File: config.mk
export PLATFORM = sky130hd
export DESIGN_NAME = cm0_dbg_wpt_array
export DESIGN_NICKNAME = d
export VERILOG_FILES = /design/src/rtl/cm0_dbg_wpt_array.sv
export SDC_FILE = /design/constraint.sdc
export NUM_CORES = 1
export LEC_CHECK = 0
export ABC_AREA = 0
export CAP_MARGIN = 40
export CELL_PAD_IN_SITES_DETAIL_PLACEMENT = 1
export CELL_PAD_IN_SITES_GLOBAL_PLACEMENT = 1
export CORE_MARGIN = 1.5
export CORE_UTILIZATION = 42
export CTS_CLUSTER_DIAMETER = 80
export CTS_CLUSTER_SIZE = 12
export DETAILED_ROUTE_END_ITERATION = 10
export PLACE_DENSITY = 0.75
export SETUP_SLACK_MARGIN = 0.2
export SYNTH_ARGS = -nofsm -noshare
export SYNTH_HDL_FRONTEND = slang
export SYNTH_SLANG_ARGS = --single-unit
File: constraint.sdc
create_clock -name dclk -period 2.5 [get_ports dclk]
set_input_delay 0.375 -clock dclk [delete_from_list [all_inputs] [get_ports dclk]]
set_output_delay 0.375 -clock dclk [all_outputs]
set_load 0.01 [all_outputs]
File: src/rtl/cm0_dbg_wpt_array.sv
// Parametrised watchpoint/breakpoint comparator array for the Cortex-M0 debug
// sub-system: masked address compare, access-type select, match-count thresholds.
module cm0_dbg_wpt_array #(
    parameter int NCMP = 4,
    parameter int CNTW = 8
) (
    input  logic            dclk,
    input  logic            dbg_reset,
    input  logic            reg_sel_i,
    input  logic            reg_write_i,
    input  logic [5:0]      reg_addr_i,
    input  logic [31:0]     reg_wdata_i,
    output logic [31:0]     reg_rdata_o,
    input  logic            bus_trans_i,
    input  logic [31:0]     bus_addr_i,
    input  logic            bus_hprot_i,
    input  logic            bus_hwrite_i,
    input  logic            hready_i,
    input  logic            debugen_i,
    input  logic            halted_i,
    output logic            wpt_event_o,
    output logic            wpt_halt_req_o,
    output logic [NCMP-1:0] wpt_matched_o
);

    logic [31:0]     comp [NCMP];
    logic [4:0]      mask [NCMP];
    logic [3:0]      func [NCMP];
    logic [CNTW-1:0] cnt  [NCMP];
    logic [CNTW-1:0] cur  [NCMP];

    logic [NCMP-1:0] type_ok, match_d, match_q, ch_wr, fire, matched, w1c;
    logic            event_q, halt_q;
    logic [31:0]     rdata_q, rd_val;
    logic            sample, reg_wr, reg_rd, stat_sel;
    logic [2:0]      ch;
    logic [1:0]      fld;

    assign sample   = bus_trans_i & hready_i & debugen_i & ~halted_i;
    assign reg_wr   = reg_sel_i & reg_write_i;
    assign reg_rd   = reg_sel_i & ~reg_write_i;
    assign stat_sel = (reg_addr_i == 6'h20);
    assign ch       = reg_addr_i[4:2];
    assign fld      = reg_addr_i[1:0];
    assign w1c      = (reg_wr && stat_sel) ? reg_wdata_i[NCMP-1:0] : '0;

    always_comb begin
        type_ok = '0;
        match_d = '0;
        ch_wr   = '0;
        fire    = '0;
        for (int k = 0; k < NCMP; k++) begin
            ch_wr[k] = reg_wr & ~reg_addr_i[5] & (int'(ch) == k);
            case (func[k])
                4'd4:    type_ok[k] = ~bus_hprot_i;
                4'd5:    type_ok[k] = bus_hprot_i & ~bus_hwrite_i;
                4'd6:    type_ok[k] = bus_hprot_i & bus_hwrite_i;
                4'd7:    type_ok[k] = bus_hprot_i;
                default: type_ok[k] = 1'b0;
            endcase
            match_d[k] = sample & type_ok[k] &
                         (((bus_addr_i ^ comp[k]) & ~((32'h1 << mask[k]) - 32'h1)) == 32'h0);
            // A register write to the channel or loss of DEBUGEN kills the in-flight match.
            fire[k] = match_q[k] & ~ch_wr[k] & debugen_i & (cur[k] == '0);
        end
    end

    always_comb begin
        rd_val = '0;
        if (stat_sel) rd_val[NCMP-1:0] = matched;
        for (int k = 0; k < NCMP; k++) begin
            if (!reg_addr_i[5] && int'(ch) == k) begin
                case (fld)
                    2'd0:    rd_val = comp[k];
                    2'd1:    rd_val[4:0] = mask[k];
                    2'd2:    rd_val[3:0] = func[k];
                    default: rd_val[CNTW-1:0] = cnt[k];
                endcase
            end
        end
    end

    always_ff @(posedge dclk) begin
        if (dbg_reset) begin
            for (int k = 0; k < NCMP; k++) begin
                comp[k] <= '0;
                mask[k] <= '0;
                func[k] <= '0;
                cnt[k]  <= '0;
                cur[k]  <= '0;
            end
            match_q <= '0;
            matched <= '0;
            event_q <= 1'b0;
            halt_q  <= 1'b0;
            rdata_q <= '0;
        end else begin
            match_q <= match_d;
            event_q <= |fire;
            // A fire in the same cycle as a clear condition keeps the request asserted.
            if (|fire) halt_q <= 1'b1;
            else if (halted_i || !debugen_i) halt_q <= 1'b0;
            if (reg_rd) rdata_q <= rd_val;
            matched <= fire | (matched & ~w1c);
            for (int k = 0; k < NCMP; k++) begin
                if (ch_wr[k]) begin
                    case (fld)
                        2'd0:    comp[k] <= reg_wdata_i;
                        2'd1:    mask[k] <= reg_wdata_i[4:0];
                        2'd2:    func[k] <= reg_wdata_i[3:0];
                        default: cnt[k]  <= reg_wdata_i[CNTW-1:0];
                    endcase
                    cur[k] <= (fld == 2'd3) ? reg_wdata_i[CNTW-1:0] : cnt[k];
                end else if (match_q[k] && debugen_i) begin
                    cur[k] <= (cur[k] == '0) ? cnt[k] : cur[k] - CNTW'(1);
                end
            end
        end
    end

    assign reg_rdata_o    = rdata_q;
    assign wpt_event_o    = event_q;
    assign wpt_halt_req_o = halt_q;
    assign wpt_matched_o  = matched;

endmodule

==> results of run 1 <==
==> power groups by stage <==
stage / registers, mW / clock network, mW / logic (mW)
after CTS: 5.26 / 3.96 / 2.09
after global placement: 5.34 / 0 / 2.01
final: 5.26 / 3.94 / 2.19
after detailed placement: 5.35 / 0 / 2.03
after global routing: 5.28 / 4.08 / 2.29
after floorplan: 5.28 / 0 / 1.00
==> cell usage after synthesis, types with 5 or more instances <==
cell type	instances	share of area [%]
nor3_1	62	1.9
nor2b_1	8	0.30
inv_1	34	0.77
or2_1	5	0.19
o21ai_0	87	2.6
a41oi_1	5	0.26
a222oi_1	16	0.97
mux2i_1	5	0.30
o31ai_1	6	0.27
and2_1	59	2.2
a21oi_1	81	2.4
a221o_1	33	2.0
a21boi_0	17	0.77
nand2b_1	20	0.76
or3_1	6	0.23
a22o_1	28	1.5
a221oi_1	12	0.63
nand2_1	125	2.8
a22oi_1	45	2.0
a21o_1	17	0.77
and3_1	70	2.6
o311ai_0	5	0.26
nor4_1	19	0.72
o22ai_1	27	1.0
nand3_1	30	0.91
a31oi_1	15	0.57
buf_1	13	0.29
o2111ai_1	8	0.42
a211oi_1	13	0.59
or4_1	8	0.36
o211ai_1	14	0.63
nor3b_1	5	0.23
nand4_1	8	0.30
dfxtp_1	42	5.1
ha_1	15	1.1
buf_2	35	1.1
nor2_1	138	3.1
clkbuf_1	92	2.1
xor2_1	78	4.1
xnor2_1	75	4.0
edfxtp_1	228	41
a2111oi_0	8	0.42
==> through the flow <==
stage	hold slack (ns)	worst slack [ns]	cell area [sq um]
6_report	0.396	-0.132	21300
5_1_grt	0.386	-0.219	21300
4_1_cts	0.337	-0.116	21000
3_5_place_dp	0.461	-0.377	19900
3_3_place_gp	0.449	-0.240	19900
2_1_floorplan	0.497	-0.0284	16800
==> metal layers <==
metal  vias up  track usage (%)  share of wire [%]
met1      7877             42.4                 38
met5         -                0                  0
met4         0             21.2                6.9
li1       6948                -                  -
met3       166             4.44                7.0
met2       724             58.8                 48
==> state kept, by name, summed over array words and instances (netlist names) <==
register        flops
cnt                32
comp              128
cur                32
func               16
mask               20
match_q             4
reg_rdata_o        32
wpt_event_o         1
wpt_halt_req_o      1
wpt_matched_o       4
==> final cells by class <==
class / count / area, sq um / share of cell area (%)
clock inverter: 3 / 47.5 / 0.223
timing repair buffer: 385 / 3450 / 16.2
tap: 518 / 648 / 3.04
antenna: 1 / 2.50 / 0.0117
clock buffer: 43 / 736 / 3.45
inverter: 37 / 139 / 0.651
sequential: 270 / 7690 / 36.0
multi-input combinational: 1253 / 8620 / 40.4
==> cells in the final DEF, fill, tap and decap left out, types with 27 or more instances in the layout <==
cell type / n
dfxtp_1: 42
xnor2_1: 75
xor2_1: 78
a22oi_1: 45
nand3_1: 28
and2_1: 59
a221o_1: 33
nor2_1: 129
nand2_1: 121
inv_1: 34
and3_1: 70
clkbuf_16: 27
nor3_1: 55
clkdlybuf4s50_1: 116
edfxtp_1: 228
buf_4: 241
a21oi_1: 77
o21ai_0: 80
a22o_1: 28
==> timing repair <==
item,in CTS,in global routing
gates resized for setup,27,51
pin swaps,18,26
buffers inserted,19,13
endpoints found under the setup margin,13,20
==> critical path, cell delays in order (launching register included) <==
cell and delay, ns:
edfxtp_1 0.50, nor4_4 0.34, nand2_1 0.10, ha_2 0.27
a2111oi_0 0.68, nand3_1 0.16, nor4_1 0.30, and4_1 0.24
==> worst paths after layout <==
check	end	slack [ns]	cells past startpoint
max	match_q[2]$_SDFF_PP0_	-0.13	7
min	wpt_matched_o[2]$_SDFF_PP0_	0.40	3
min reg2reg	wpt_halt_req_o$_SDFFE_PP0P_	0.47	1
max reg2reg	match_q[2]$_SDFF_PP0_	-0.13	7
==> kinds of logic after synthesis <==
group / count (synthesis) / synth area share [%]
compound gates: 476 / 20.2
fa+ha+maj: 17 / 1.25
xor+xnor: 153 / 8.09
mux: 8 / 0.506
flops: 270 / 46.4
buf+inv: 181 / 4.49
simple gates: 599 / 19.0
==> flow_summary.json, run 1 <==
{
  "status": "finished, violations left",
  "violations": "negative setup slack",
  "seq_area_frac_synth_pct": 46.4,
  "path_clk_slew_ns": 0.07,
  "async_flop_share_pct": 0,
  "r2r-start": "mask[2][1]$_SDFFCE_PN0P_",
  "pwr-share-comb_pct": 19.2,
  "seq_power_share_pct": 46.2,
  "top_level_ports": 118,
  "fin_cells": 2510,
  "viasPerCell": 6.26,
  "fp.dieArea_sq_um": 40600,
  "dp_hpwl_um": 53200,
  "switchingPower_mw": 3.33,
  "p_int_mw": 8.06,
  "grt_pass1_vias": 16200,
  "grt_max_degree": 55,
  "p_sw_share_pct": 29.2,
  "worstMarginPinSlew_ns": 0.766,
  "grt_pass1_wl_um": 106000,
  "drtAntennaViolNets": 0,
  "area_growth_pct": 28.8,
  "h-tree-depth": 1,
  "cts_sinks": 270,
  "die_h_um": 202,
  "critPathRequiredTime_ns": 3.02,
  "cts_buffers": 27,
  "setup_ws_ns": -0.132,
  "hold_viol": 0,
  "io_buffers": 117,
  "synth-edff-count": 228,
  "die_x_um": 202,
  "max_cap_viol_count": 0,
  "cts_hold_buf": 0,
  "synthFlopType": "edfxtp_1",
  "syn_area_sq_um": 16600,
  "max_slew_margin_pct": 47.6,
  "vias": 15700,
  "syn_avg_cell_area_sq_um": 9.72,
  "drt_first_pass_iters": 6,
  "hp-class": "in -> reg",
  "antenna_found_initial": 1,
  "cp-startpoint": "mask[2][1]$_SDFFCE_PN0P_",
  "start_kind": "flop",
  "n_fill_cell": 4263,
  "endpoint_kind": "flop",
  "cts_root_buffer": "clkbuf_16",
  "finClkSkew_ns": 0.0245,
  "fmaxAchievable_mhz": 380,
  "rows": 72,
  "wl_per_cell_um": 28.7,
  "powerDensity_nw_per_um2": 534,
  "ys_types": 88,
  "p_clk_share_pct": 34.6,
  "drv_slew": 0,
  "min-delay-start": "dbg_reset",
  "setup_viol": 2,
  "rsz0062_at_grt": "yes",
  "worst-endpoint-arrival_ns": 3.16,
  "first_iter_violations": 1428,
  "postLayoutCoreUtil_pct": 55.1,
  "core_sq_um": 38700,
  "gr-usage-all-layers_pct": 34.8,
  "start_util_pct": 42.8,
  "synth_fp_nets": 1799,
  "drc_errors": 0,
  "placed_cells": 2431,
  "p_leak_nw": 7.94,
  "clk_latency_ns": 0.58,
  "period_minus_slack_ns": 2.63,
  "path_max_fanout": 3,
  "nNetsFinal": 2069,
  "totalWireLength_um": 72000,
  "tns_ns": -0.218,
  "power_mw": 11.4,
  "critPathKind": "reg -> reg",
  "cts_tree": "yes",
  "synth_cells": 1704,
  "drive_gt1_share_pct": 19.9,
  "clock_path_buffers": 3,
  "grt-ovfl-total": 0,
  "vdd_drop_max_v": 0.000453,
  "yosys_warnings": 0,
  "ys_seq_elements": 270,
  "globalplace.congestion": 0.970,
  "post-route-period-util_pct": 105
}
Power figures use the tool's default switching activity.
==> run 2: changes to the inputs <==
CAP_MARGIN = 20   (was 40)
==> flow_summary.json, run 2 (same netlist as run 1, synthesis figures left out) <==
{
  "regToRegSetupSlack_ns": -0.13,
  "drv_slew": 0,
  "start_kind": "flop",
  "endpoint_kind": "flop",
  "holdWs_ns": 0.383,
  "placed_cells": 2430,
  "cts_sinks": 270,
  "nNetsFinal": 2067,
  "worst-endpoint-arrival_ns": 3.15,
  "multi_input_area_sq_um": 8630,
  "vias": 15900,
  "dp_slack_ns": -0.332,
  "area_growth_pct": 29.5,
  "clk_latency_ns": 0.58,
  "fp.dieArea_sq_um": 40600,
  "powerDensity_nw_per_um2": 547,
  "r2r-start": "mask[3][1]$_SDFFCE_PN0P_",
  "clock_path_buffers": 3,
  "hold_depth": 3,
  "regMostFlops": "comp",
  "hp-class": "in -> reg",
  "grt_max_degree": 55,
  "drtAntennaViolNets": 0,
  "postLayoutCoreUtil_pct": 55.4,
  "totalWireLength_um": 72600,
  "core_sq_um": 38700,
  "dp_hpwl_um": 53100,
  "reg2reg_to": "match_q[3]$_SDFF_PP0_",
  "fmaxAchievable_mhz": 381,
  "fin_cells": 2512,
  "cp_slowest_stage_delay_ns": 0.49,
  "vdd_drop_max_v": 0.000417,
  "layout_common_cells": "buf_4, edfxtp_1, nor2_1",
  "drc_errors": 0,
  "setup_viol": 2,
  "start_util_pct": 42.8,
  "period_minus_slack_ns": 2.63,
  "max_slew_margin_pct": 47.7,
  "tns_ns": -0.207,
  "antenna_found_initial": 1,
  "min-delay-start": "dbg_reset",
  "cts_tree": "yes",
  "first_iter_violations": 1330,
  "cp_slowest_cell": "edfxtp_1",
  "cts_root_buffer": "clkbuf_16",
  "finClkSkew_ns": 0.0254,
  "critPathRequiredTime_ns": 3.02,
  "max_cap_viol_count": 0,
  "h-tree-depth": 1,
  "drive_gt1_share_pct": 20.1,
  "drt_first_pass_iters": 6,
  "die_h_um": 202,
  "critPathKind": "reg -> reg",
  "post-route-period-util_pct": 105,
  "hold_viol": 0,
  "wl_per_cell_um": 28.9,
  "die_x_um": 202,
  "rsz0062_at_grt": "yes",
  "grt_pass1_wl_um": 107000,
  "status": "finished, violations left",
  "crit_family": "simple AND/OR/NAND/NOR gates",
  "setup_ws_ns": -0.127,
  "grt_pass1_vias": 16400,
  "cts_hold_buf": 0,
  "final_common_cell": "buf_4",
  "io_buffers": 117,
  "cts_buffers": 28,
  "n_fill_cell": 4270,
  "diodes": 0,
  "worstMarginPinSlew_ns": 0.782,
  "crit_path_cell_trace": "nor3_4, nand2_2, ha_4, nand2b_4, buf_4, o31ai_1, o21ai_0, a21boi_0, nor4_4, and4_1",
  "holdPathEnd": "wpt_matched_o[1]$_SDFF_PP0_",
  "seq_area_sq_um": 7690,
  "grt-ovfl-total": 0,
  "violations": "negative setup slack",
  "path_buf_inv": 1,
  "path_max_fanout": 6,
  "reg2reg_depth": 10,
  "globalplace.congestion": 0.970,
  "top_level_ports": 118,
  "largest_reg_flops": 128,
  "p_leak_nw": 8.00,
  "gr-usage-all-layers_pct": 35.3,
  "path_clk_slew_ns": 0.06,
  "rows": 72,
  "viasPerCell": 6.32
}
run 2: area by class of cell:
class / instances / share of cell area [%]
tap: 518 / 3.02
timing repair buffer: 382 / 16.2
sequential: 270 / 35.8
multi-input combinational: 1253 / 40.2
inverter: 37 / 0.647
clock buffer: 46 / 3.68
clock inverter: 6 / 0.432
run 2: where the power goes:
group / switching (mW) / internal [mW] / leakage (nW) / total (mW)
Clock: 1.91 / 2.36 / 0.414 / 4.27
Sequential: 0.189 / 5.07 / 2.54 / 5.26
Combinational: 1.32 / 0.879 / 5.04 / 2.20
run 2: tightest hold or removal path: stages:
cell and delay, ns:
buf_2 0.19, buf_12 0.21, a21oi_1 0.13
run 2: repair_timing:
item	CTS	global route
pin swaps	29	26
setup endpoints to repair	12	24
resized for setup	42	37
setup buffers	20	7
cloned	2	0
hold endpoints to repair	0	0
run 2: per-stage QoR:
stage               instance area [sq um]  power, mW
finish                              21500       11.7
global route                        21500       12.0
CTS                                 21200       11.7
detailed placement                  19900       7.38
global placement                    19900       7.34
floorplan                           16800       6.28
run 2: per-layer routing:
layer,vias up,wire (um),global-route usage [%]
li1,6949,-,-
met1,8018,27900,42.6
met2,701,34200,58.5
met3,202,5000,5.13
met4,2,5530,23.7
met5,-,11,0
run 2: worst max-delay path by stage:
stage | start | to | cells past startpoint
finish | mask[3][1]$_SDFFCE_PN0P_ | match_q[3]$_SDFF_PP0_ | 10
global route | mask[2][4]$_SDFFCE_PN0P_ | match_q[2]$_SDFF_PP0_ | 12
CTS | mask[2][4]$_SDFFCE_PN0P_ | match_q[2]$_SDFF_PP0_ | 11
detailed placement | reg_addr_i[1] | reg_rdata_o[0]$_SDFFE_PP0P_ | 10
global placement | reg_addr_i[1] | reg_rdata_o[1]$_SDFFE_PP0P_ | 9
floorplan | mask[3][1]$_SDFFCE_PN0P_ | match_q[3]$_SDFF_PP0_ | 11
